<file path="src/rtl/sram_bus_arbiter.sv">
// Two-master (fetch/memory-stage) arbiter onto one SRAM-like slave port, one transaction in flight.
// Optional performance counters are built when ARB_PERF_CNT_EN is defined.
module sram_bus_arbiter #(
  parameter int unsigned ADDR_W     = 32,
  parameter int unsigned DATA_W     = 32,
  parameter int unsigned STARVE_MAX = 4
) (
  input  logic              clk,
  input  logic              rst,
  input  logic              inst_req,
  input  logic              inst_wr,
  input  logic [1:0]        inst_size,
  input  logic [ADDR_W-1:0] inst_addr,
  input  logic [DATA_W-1:0] inst_wdata,
  output logic              inst_addr_ok,
  output logic              inst_data_ok,
  output logic [DATA_W-1:0] inst_rdata,
  input  logic              data_req,
  input  logic              data_wr,
  input  logic [1:0]        data_size,
  input  logic [ADDR_W-1:0] data_addr,
  input  logic [DATA_W-1:0] data_wdata,
  output logic              data_addr_ok,
  output logic              data_data_ok,
  output logic [DATA_W-1:0] data_rdata,
  output logic              s_req,
  output logic              s_wr,
  output logic [1:0]        s_size,
  output logic [ADDR_W-1:0] s_addr,
  output logic [DATA_W-1:0] s_wdata,
  input  logic [DATA_W-1:0] s_rdata,
  input  logic              s_addr_ok,
  input  logic              s_data_ok,
  output logic              busy
`ifdef ARB_PERF_CNT_EN
  ,
  output logic [31:0]       perf_inst_cnt,
  output logic [31:0]       perf_data_cnt,
  output logic [31:0]       perf_wait_cnt
`endif
);

  localparam logic [1:0] IDLE = 2'd0;
  localparam logic [1:0] ADDR = 2'd1;
  localparam logic [1:0] DATA = 2'd2;
  localparam logic [3:0] STARVE_LIM = 4'(STARVE_MAX);

  logic [1:0]        state_q, state_d;
  logic              owner_q, owner_d;   // 0 = inst, 1 = data
  logic              wr_q, wr_d;
  logic [1:0]        size_q, size_d;
  logic [ADDR_W-1:0] addr_q, addr_d;
  logic [DATA_W-1:0] wdata_q, wdata_d;
  logic [3:0]        starve_q, starve_d;

  logic grant_data, grant_inst, idle, done, in_data;

  // Data has priority unless fetch has already been passed over STARVE_MAX times.
  assign grant_data = data_req && !(inst_req && (starve_q == STARVE_LIM));
  assign grant_inst = inst_req && !grant_data;

  always_comb begin
    state_d  = state_q;
    owner_d  = owner_q;
    wr_d     = wr_q;
    size_d   = size_q;
    addr_d   = addr_q;
    wdata_d  = wdata_q;
    starve_d = starve_q;
    case (state_q)
      IDLE: begin
        if (grant_data || grant_inst) begin
          state_d = ADDR;
          owner_d = grant_data;
          wr_d    = grant_data ? data_wr    : inst_wr;
          size_d  = grant_data ? data_size  : inst_size;
          addr_d  = grant_data ? data_addr  : inst_addr;
          wdata_d = grant_data ? data_wdata : inst_wdata;
          if (grant_data && inst_req)
            starve_d = (starve_q == STARVE_LIM) ? STARVE_LIM : starve_q + 4'd1;
          else
            starve_d = '0;
        end
      end
      ADDR:    if (s_addr_ok) state_d = DATA;
      DATA:    if (s_data_ok) state_d = IDLE;
      default: state_d = IDLE;
    endcase
  end

  always_ff @(posedge clk) begin
    if (rst) begin
      state_q  <= IDLE;
      owner_q  <= 1'b0;
      wr_q     <= 1'b0;
      size_q   <= '0;
      addr_q   <= '0;
      wdata_q  <= '0;
      starve_q <= '0;
    end else begin
      state_q  <= state_d;
      owner_q  <= owner_d;
      wr_q     <= wr_d;
      size_q   <= size_d;
      addr_q   <= addr_d;
      wdata_q  <= wdata_d;
      starve_q <= starve_d;
    end
  end

  // Every output is forced low while rst is high so a reset cycle never leaks a handshake.
  assign idle    = (state_q == IDLE) && !rst;
  assign in_data = (state_q == DATA) && !rst;
  assign done    = in_data && s_data_ok;

  assign inst_addr_ok = idle && grant_inst;
  assign data_addr_ok = idle && grant_data;
  assign inst_data_ok = done && !owner_q;
  assign data_data_ok = done && owner_q;
  assign inst_rdata   = (in_data && !owner_q) ? s_rdata : '0;
  assign data_rdata   = (in_data && owner_q)  ? s_rdata : '0;

  assign s_req   = (state_q == ADDR) && !rst;
  assign s_wr    = rst ? 1'b0 : wr_q;
  assign s_size  = rst ? '0   : size_q;
  assign s_addr  = rst ? '0   : addr_q;
  assign s_wdata = rst ? '0   : wdata_q;
  assign busy    = (state_q != IDLE) && !rst;

`ifdef ARB_PERF_CNT_EN
  logic [31:0] perf_inst_q, perf_data_q, perf_wait_q;
  logic [31:0] wait_inc;

  assign wait_inc = 32'(inst_req && !inst_addr_ok) + 32'(data_req && !data_addr_ok);

  always_ff @(posedge clk) begin
    if (rst) begin
      perf_inst_q <= '0;
      perf_data_q <= '0;
      perf_wait_q <= '0;
    end else begin
      if (inst_data_ok) perf_inst_q <= perf_inst_q + 32'd1;
      if (data_data_ok) perf_data_q <= perf_data_q + 32'd1;
      perf_wait_q <= perf_wait_q + wait_inc;
    end
  end

  assign perf_inst_cnt = perf_inst_q;
  assign perf_data_cnt = perf_data_q;
  assign perf_wait_cnt = perf_wait_q;
`endif

endmodule

</file>
<file path="config.mk">
export PLATFORM = sky130hd
export DESIGN_NAME = sram_bus_arbiter
export DESIGN_NICKNAME = d
export VERILOG_FILES = /design/src/rtl/sram_bus_arbiter.sv
export SDC_FILE = /design/constraint.sdc
export NUM_CORES = 1
export LEC_CHECK = 0
export BUFFER_PORTS_ARGS = -buffer_cell sky130_fd_sc_hd__buf_2
export CAP_MARGIN = 20
export CORE_AREA = 8 8 114 116
export DETAILED_ROUTE_END_ITERATION = 10
export DIE_AREA = 0 0 122 124
export PLACE_DENSITY = 0.89
export SETUP_SLACK_MARGIN = 0.15
export SYNTH_ARGS = -nofsm -noshare
export SYNTH_HDL_FRONTEND = slang
export SYNTH_SLANG_ARGS = --single-unit
</file>
<file path="constraint.sdc">
create_clock -name clk -period 3.11 [get_ports clk]
set_input_delay 0.1555 -clock clk [delete_from_list [all_inputs] [get_ports clk]]
set_output_delay 0.1555 -clock clk [all_outputs]
set_load 0.03 [all_outputs]
</file>
Yosys cells after proc, flatten, opt, wreduce, memory -nomap -nowiden
Index checks and enable logic that the tools add are counted.

operators by class
  add/subtract/negate cells = 1
  multipliers = 0
  div/mod/pow operators = 0
  order comparisons = 0
  eq/ne operators = 6
  shift operators = 0
  muxes and demuxes = 16
  bitwise logic cells = 0
  reduce and logical (&&, ||, !) cells = 24

operators with widths
  kind                 count
  $mux 32              6
  $logic_and 1x1->1    15
  $mux 2               5
  $mux 4               2
  $ne 2x2->1 const B   3
  $pmux 2 s3           1
  $add 4x1->4 const B  1
  $eq 4x3->1 const B   1
  $logic_not 1->1      4
  $reduce_and 3->1     1
  $eq 2x1->1 const B   1
  $eq 2x2->1 const B   1
  $logic_not 2->1      1
  $mux 1               2
  $reduce_and 2->1     1
  $reduce_bool 2->1    1
  $logic_or 1x1->1     1

word-level totals
  register bits = 74
  bits in latches = 0
  RAM bits = 0
  ROM bits = 0
  input bits = 172
  output and inout bits = 137
  word-level logic and storage cells = 54
  memories kept = 0

Longest topological paths before layout
  depth in word-level cells = 9
  mapped depth = 7
  depth with buffers taken out = 5

Least setup slack after synthesis
Ideal clock, no wire load.

  path type = register to output
  from = reg starve_q[0]
  to = out data_addr_ok
  data arrival time = 1.741 ns
  data required time = 2.954 ns
  setup slack = 1.213 ns
  cell stages (with the launch flop) = 7
  path buffers = 1
  cells stage by stage = dfxtp_1 > inv_1 > ha_1 > nand4b_2 > buf_2 > nand2_1 > nor3_1

between the ends
  word-level cells in the longest chain between the ends = 5

ends and longest elaborated chain
  item                      RTL line  RTL
  start: declaration        54        logic [3:0] starve_q, starve_d;
  start signal: assignment  107       starve_q <= starve_d;
  $eq 4x3->1                59        assign grant_data = data_req && !(inst_req && (starve_q == STARVE_LIM));
  $logic_and 1x1->1         59
  $logic_not 1->1           59
  $logic_and 1x1->1         59
  $logic_and 1x1->1         117       assign data_addr_ok = idle && grant_data;
  end: declaration          23        output logic data_addr_ok,

Every way passes these cells.

Worst setup path in the final report
  from = reg starve_q[0]
  to = reg addr_q[14]

between the ends
  word-level cells in the longest chain between the ends = 8
  elaborated cells between the ends (all ways) = 9
  classes of those cells = 1 x eq/ne; 1 x mux; 7 x reduce/logical

ends and longest elaborated chain
  item                               RTL line  RTL
  $eq 4x3->1 (*)                     59
  $logic_and 1x1->1 (*)              59
  $logic_not 1->1 (*)                59
  $logic_and 1x1->1 (*)              59
  $logic_not 1->1                    60        assign grant_inst = inst_req && !grant_data;
  $logic_and 1x1->1                  60
  $logic_or 1x1->1                   72        if (grant_data || grant_inst) begin
  $reduce_and 2->1 (no source line)  -
  end signal: assignment             105       addr_q <= addr_d;
  end: declaration                   52        logic [ADDR_W-1:0] addr_q, addr_d;

Mark *: on every way between the ends. The rest lies on a longest branch, timed or not.
A chain may end at the register's enable or synchronous reset.

==> flow_summary.html <==
<table>
<tr><th>Metric</th><th>Value</th></tr>
<tr><th colspan="2">Placed design</th></tr>
<tr><td>Number of buffer cells added on primary ports</td><td>308</td></tr>
<tr><td>HPWL after detailed placement</td><td>13300 um</td></tr>
<tr><td>Placed Instances</td><td>982</td></tr>
<tr><td>Routability Congestion</td><td>0.8805</td></tr>
<tr><th colspan="2">Power</th></tr>
<tr><td>Final Total Pwr</td><td>3060 uW</td></tr>
<tr><td>Logic pwr share</td><td>29.0%</td></tr>
<tr><td>Net Sw Frac</td><td>32.98%</td></tr>
<tr><td>Clock share of power</td><td>33.8%</td></tr>
<tr><td>Sequential Power Share</td><td>37.2%</td></tr>
<tr><td>Cell internal power dissipation</td><td>2051 uW</td></tr>
<tr><td>Power spent charging and discharging nets</td><td>1009 uW</td></tr>
<tr><td>Max VDD drop</td><td>0.2371 mV</td></tr>
<tr><td>Total leakage power</td><td>0.003080 uW</td></tr>
<tr><td>Power density over the cells</td><td>471.3 nW/um^2</td></tr>
<tr><th colspan="2">Final layout</th></tr>
<tr><td>Area occupied by multi-input gates</td><td>2875 um^2</td></tr>
<tr><td>Final-layout fill cell count</td><td>1042</td></tr>
<tr><td>Fraction of layout instances using a drive strength above 1</td><td>42.69%</td></tr>
<tr><td>Area taken by flip-flops and latches</td><td>1481 um^2</td></tr>
<tr><td>Count of non-filler cells in the finished layout</td><td>1002</td></tr>
<tr><td>Final Net Count</td><td>1025</td></tr>
<tr><td>Layout area overhead</td><td>37.53%</td></tr>
<tr><td>Post-layout utilization of the core</td><td>58.10%</td></tr>
<tr><th colspan="2">Clock network</th></tr>
<tr><td>Buffers inserted during post-CTS setup optimization</td><td>0</td></tr>
<tr><td>Number of hold buffers added after cts</td><td>0</td></tr>
<tr><td>Clock latency of the later-clocked register in the worst-skew pair</td><td>0.33 ns</td></tr>
<tr><td>Total number of H-tree levels</td><td>3</td></tr>
<tr><td>Max Root-Sink Buffers</td><td>2</td></tr>
<tr><td>Num Clock Sinks</td><td>74</td></tr>
<tr><td>Clock input transition at the sequential cells of the worst setup and hold paths</td><td>0.06 ns</td></tr>
<tr><td>CTS tree</td><td>done</td></tr>
<tr><td>Resized cells post-CTS</td><td>0</td></tr>
<tr><td>Clock root buffer master</td><td>sky130_fd_sc_hd__clkbuf_16</td></tr>
<tr><td>Clock buffers created by TritonCTS</td><td>9</td></tr>
<tr><th colspan="2">Detailed routing</th></tr>
<tr><td>Vias per std cell</td><td>5.614</td></tr>
<tr><td>Routed WL</td><td>18580 um</td></tr>
<tr><td>WL/cell</td><td>18.54 um</td></tr>
<tr><td>Total via count after detailed routing</td><td>5625</td></tr>
<tr><td>Number of remaining DRC errors</td><td>0</td></tr>
<tr><td>Count of nets left with antenna violations after detail routing</td><td>0</td></tr>
<tr><td>Number of search-and-repair iterations in the first detailed-routing pass</td><td>5</td></tr>
<tr><td>Count of routing violations after the opening detailed-route iteration</td><td>378</td></tr>
<tr><th colspan="2">Worst setup path</th></tr>
<tr><td>CP Launch Type</td><td>flip-flop</td></tr>
<tr><td>CP max FO</td><td>67</td></tr>
<tr><td>Cell breakdown of the critical path</td><td>inv_1 -&gt; ha_1 -&gt; and4b_4 -&gt; o21ai_0 -&gt; a311oi_1</td></tr>
<tr><td>Reg2Reg Depth</td><td>5</td></tr>
<tr><td>Standard cell with the maximum stage delay on the critical path</td><td>sky130_fd_sc_hd__and4b_4</td></tr>
<tr><td>Instance count on the critical path</td><td>5</td></tr>
<tr><td>Worst path top cell family by delay</td><td>simple AND/OR/NAND/NOR gates</td></tr>
<tr><td>Crit Path Class</td><td>reg2reg</td></tr>
<tr><td>Largest stage delay on the critical path</td><td>0.82 ns</td></tr>
<tr><td>Crit path capture type</td><td>flip-flop</td></tr>
<tr><td>Critical path arrival</td><td>2.33 ns</td></tr>
<tr><td>Worst path buffer plus inverter count</td><td>1</td></tr>
<tr><td>Data required time at the worst endpoint</td><td>3.34 ns</td></tr>
<tr><th colspan="2">Logic synthesis</th></tr>
<tr><td>Post-synthesis sequential element count</td><td>74</td></tr>
<tr><td>Top cells by area, synth</td><td>sky130_fd_sc_hd__dfxtp_1, sky130_fd_sc_hd__a311oi_1, sky130_fd_sc_hd__nor2b_1, sky130_fd_sc_hd__and2_1, sky130_fd_sc_hd__a21oi_1</td></tr>
<tr><td>Number of synthesis warnings</td><td>0</td></tr>
<tr><td>Mean post-synth cell area</td><td>7.947 um^2</td></tr>
<tr><td>Synthesized area</td><td>4721 um^2</td></tr>
<tr><td>Post-synthesis cell type count</td><td>38</td></tr>
<tr><td>Cell type with the largest total area after synthesis</td><td>sky130_fd_sc_hd__dfxtp_1</td></tr>
<tr><td>Yosys top cell area share</td><td>31.38%</td></tr>
<tr><td>Post-synthesis instance total</td><td>594</td></tr>
<tr><td>Mapped Nets</td><td>768</td></tr>
<tr><td>Sequential cell area fraction in the yosys report</td><td>31.38%</td></tr>
<tr><th colspan="2">STA</th></tr>
<tr><td>Final setup violation count</td><td>0</td></tr>
<tr><td>Pin slew with the least headroom to its limit</td><td>0.8415 ns</td></tr>
<tr><td>Maximum clock frequency</td><td>0.4761 GHz</td></tr>
<tr><td>Final min period</td><td>2.100 ns</td></tr>
<tr><td>Fin crit share</td><td>67.54%</td></tr>
<tr><td>Pins Over Slew Limit</td><td>0</td></tr>
<tr><td>Final hold vios</td><td>0</td></tr>
<tr><td>Final hold slack</td><td>0.1051 ns</td></tr>
<tr><td>Worst slew slack as a fraction of its limit</td><td>43.90%</td></tr>
<tr><td>Unrepaired setup endpoints after global routing</td><td>false</td></tr>
<tr><td>Post-route clock skew</td><td>0.009221 ns</td></tr>
<tr><td>Aggregate negative setup slack</td><td>0 ns</td></tr>
<tr><th colspan="2">Global route</th></tr>
<tr><td>Number of global-route vias before repair</td><td>5332</td></tr>
<tr><td>Sum of overflow across all layers after global routing</td><td>0</td></tr>
<tr><td>Largest net degree at the start of global routing</td><td>76</td></tr>
<tr><td>Antenna violations before repair</td><td>6</td></tr>
<tr><td>Global-route wire length before repair</td><td>27570 um</td></tr>
<tr><td>Global Route Usage Sum</td><td>22.66%</td></tr>
<tr><th colspan="2">Floorplan</th></tr>
<tr><td>Starting density of the core</td><td>42.25%</td></tr>
<tr><td>DIE WIDTH</td><td>122 um</td></tr>
<tr><td>Number of top-level pins</td><td>309</td></tr>
<tr><td>Standard cell core area</td><td>11170 um^2</td></tr>
<tr><td>Area of the die</td><td>15130 um^2</td></tr>
<tr><td>Die Y-Extent</td><td>124 um</td></tr>
<tr><td>Row cnt</td><td>39</td></tr>
<tr><th colspan="2">Worst hold path</th></tr>
<tr><td>Hold/Removal Path Class</td><td>in2reg</td></tr>
<tr><td>Number of stages on the worst hold path</td><td>3</td></tr>
<tr><th colspan="2">Flow run</th></tr>
<tr><td>Maximum capacitance violations</td><td>0</td></tr>
<tr><th colspan="2">Outcome</th></tr>
<tr><td>Outcome</td><td>finished clean</td></tr>
</table>
-- flip-flops by register name, indices dropped and copies added, names as in the netlist --
| name | count |
|---|---|
| addr_q | 32 |
| wr_q | 1 |
| wdata_q | 32 |
| owner_q | 1 |
| state_q | 2 |
| size_q | 2 |
| starve_q | 4 |
-- placed cells by master, fill, tap and decap left out, types with 2 or more instances in the layout --
master	Yosys	final
sky130_fd_sc_hd__nor2_1	4	4
sky130_fd_sc_hd__nand3_1	70	70
sky130_fd_sc_hd__nor2b_1	67	67
sky130_fd_sc_hd__and2_1	66	66
sky130_fd_sc_hd__o21ai_1	28	28
sky130_fd_sc_hd__buf_4	6	12
sky130_fd_sc_hd__buf_2	21	307
sky130_fd_sc_hd__ha_1	2	2
sky130_fd_sc_hd__nor3_1	2	2
sky130_fd_sc_hd__diode_2	0	4
sky130_fd_sc_hd__clkinvlp_4	0	2
sky130_fd_sc_hd__inv_1	3	3
sky130_fd_sc_hd__a311oi_1	48	48
sky130_fd_sc_hd__and4bb_2	2	2
sky130_fd_sc_hd__a311oi_2	20	20
sky130_fd_sc_hd__nand2_1	3	3
sky130_fd_sc_hd__clkinv_2	0	2
sky130_fd_sc_hd__o21ai_0	40	40
sky130_fd_sc_hd__nand3b_1	3	3
sky130_fd_sc_hd__clkbuf_16	0	9
sky130_fd_sc_hd__o32ai_1	2	2
sky130_fd_sc_hd__dfxtp_1	74	74
sky130_fd_sc_hd__nor2_4	1	2
sky130_fd_sc_hd__a21oi_1	71	71
-- stage by stage --
| stage | area [um^2] | setup WS (ns) |
|---|---|---|
| floorplan | 4721 | 1.213 |
| global placement | 6177 | 1.082 |
| detailed placement | 6177 | 1.025 |
| CTS | 6471 | 0.7515 |
| global route | 6492 | 0.8561 |
| finish | 6492 | 1.010 |
-- synth_stat cells, drive strengths merged --
library cell and n:
nand2b 1, nand4b 2, o32ai 2, and3 1
and4bb 2, buf 35, xor2 1, a21oi 71
nor3 2, or2 2, and4b 1, inv 4
nand3 70, o21ai 69, dfxtp 74, ha 2
nand3b 3, nor4b 1, nor2 6, and2 66
nor2b 67, a21o 1, nor3b 1, a311oi 68
clkbuf 39, nand2 3
-- layout make-up --
cell class	instances	area share [%]
multi-input combinational	442	44.29
timing repair buffer	320	25.23
sequential	74	22.82
clock buffer	10	3.681
tap	143	2.756
clock inverter	5	0.8479
inverter	4	0.2313
antenna	4	0.1542
-- path summary, 6_finish.rpt --
kind / end / slack, ns / start
worst min-delay path: addr_q[4] / 0.11 / inst_addr[4]
worst max register to register: addr_q[14] / 1.01 / starve_q[0]
worst max-delay path: addr_q[14] / 1.01 / starve_q[0]
worst min register to register: starve_q[0] / 0.51 / starve_q[0]
-- per-layer routing --
metal	global-route usage, %	vias to the layer above	part of all wire, %
met2	39.32	290	51
met5	0	-	0.12
met4	10.18	4	2.6
met1	25.12	2612	36
met3	6.890	41	10
li1	-	2678	-
-- power by group through the flow --
stage / Clock (uW) / Sequential (uW) / Combinational [uW]
detailed placement: 0 / 1150 / 891
global route: 1090 / 1150 / 963
CTS: 1050 / 1140 / 893
finish: 1030 / 1140 / 888
global placement: 0 / 1150 / 875
floorplan: 0 / 1130 / 623
-- cells by family (layout without fill, tap and decap cells) --
| group | Yosys count | after routing | share of synthesized area, % |
|---|---|---|---|
| buffers and inverters | 78 | 339 | 8.189 |
| XOR/XNOR | 1 | 1 | 0.1856 |
| other | 0 | 4 | 0 |
| AND/OR/NAND/NOR | 228 | 228 | 29.00 |
| adder cells (fa/ha/maj) | 2 | 2 | 0.5300 |
| flip-flops | 74 | 74 | 31.38 |
| AO/OA/AOI/OAI | 211 | 211 | 30.72 |
-- worst min-delay path: cells and delay by family --
| kind | cells | cell delay (ns) |
|---|---|---|
| AO/OA/AOI/OAI | 2 | 0.14 |
| buffers and inverters | 1 | 0.09 |
Power figures use the tool's default switching activity.
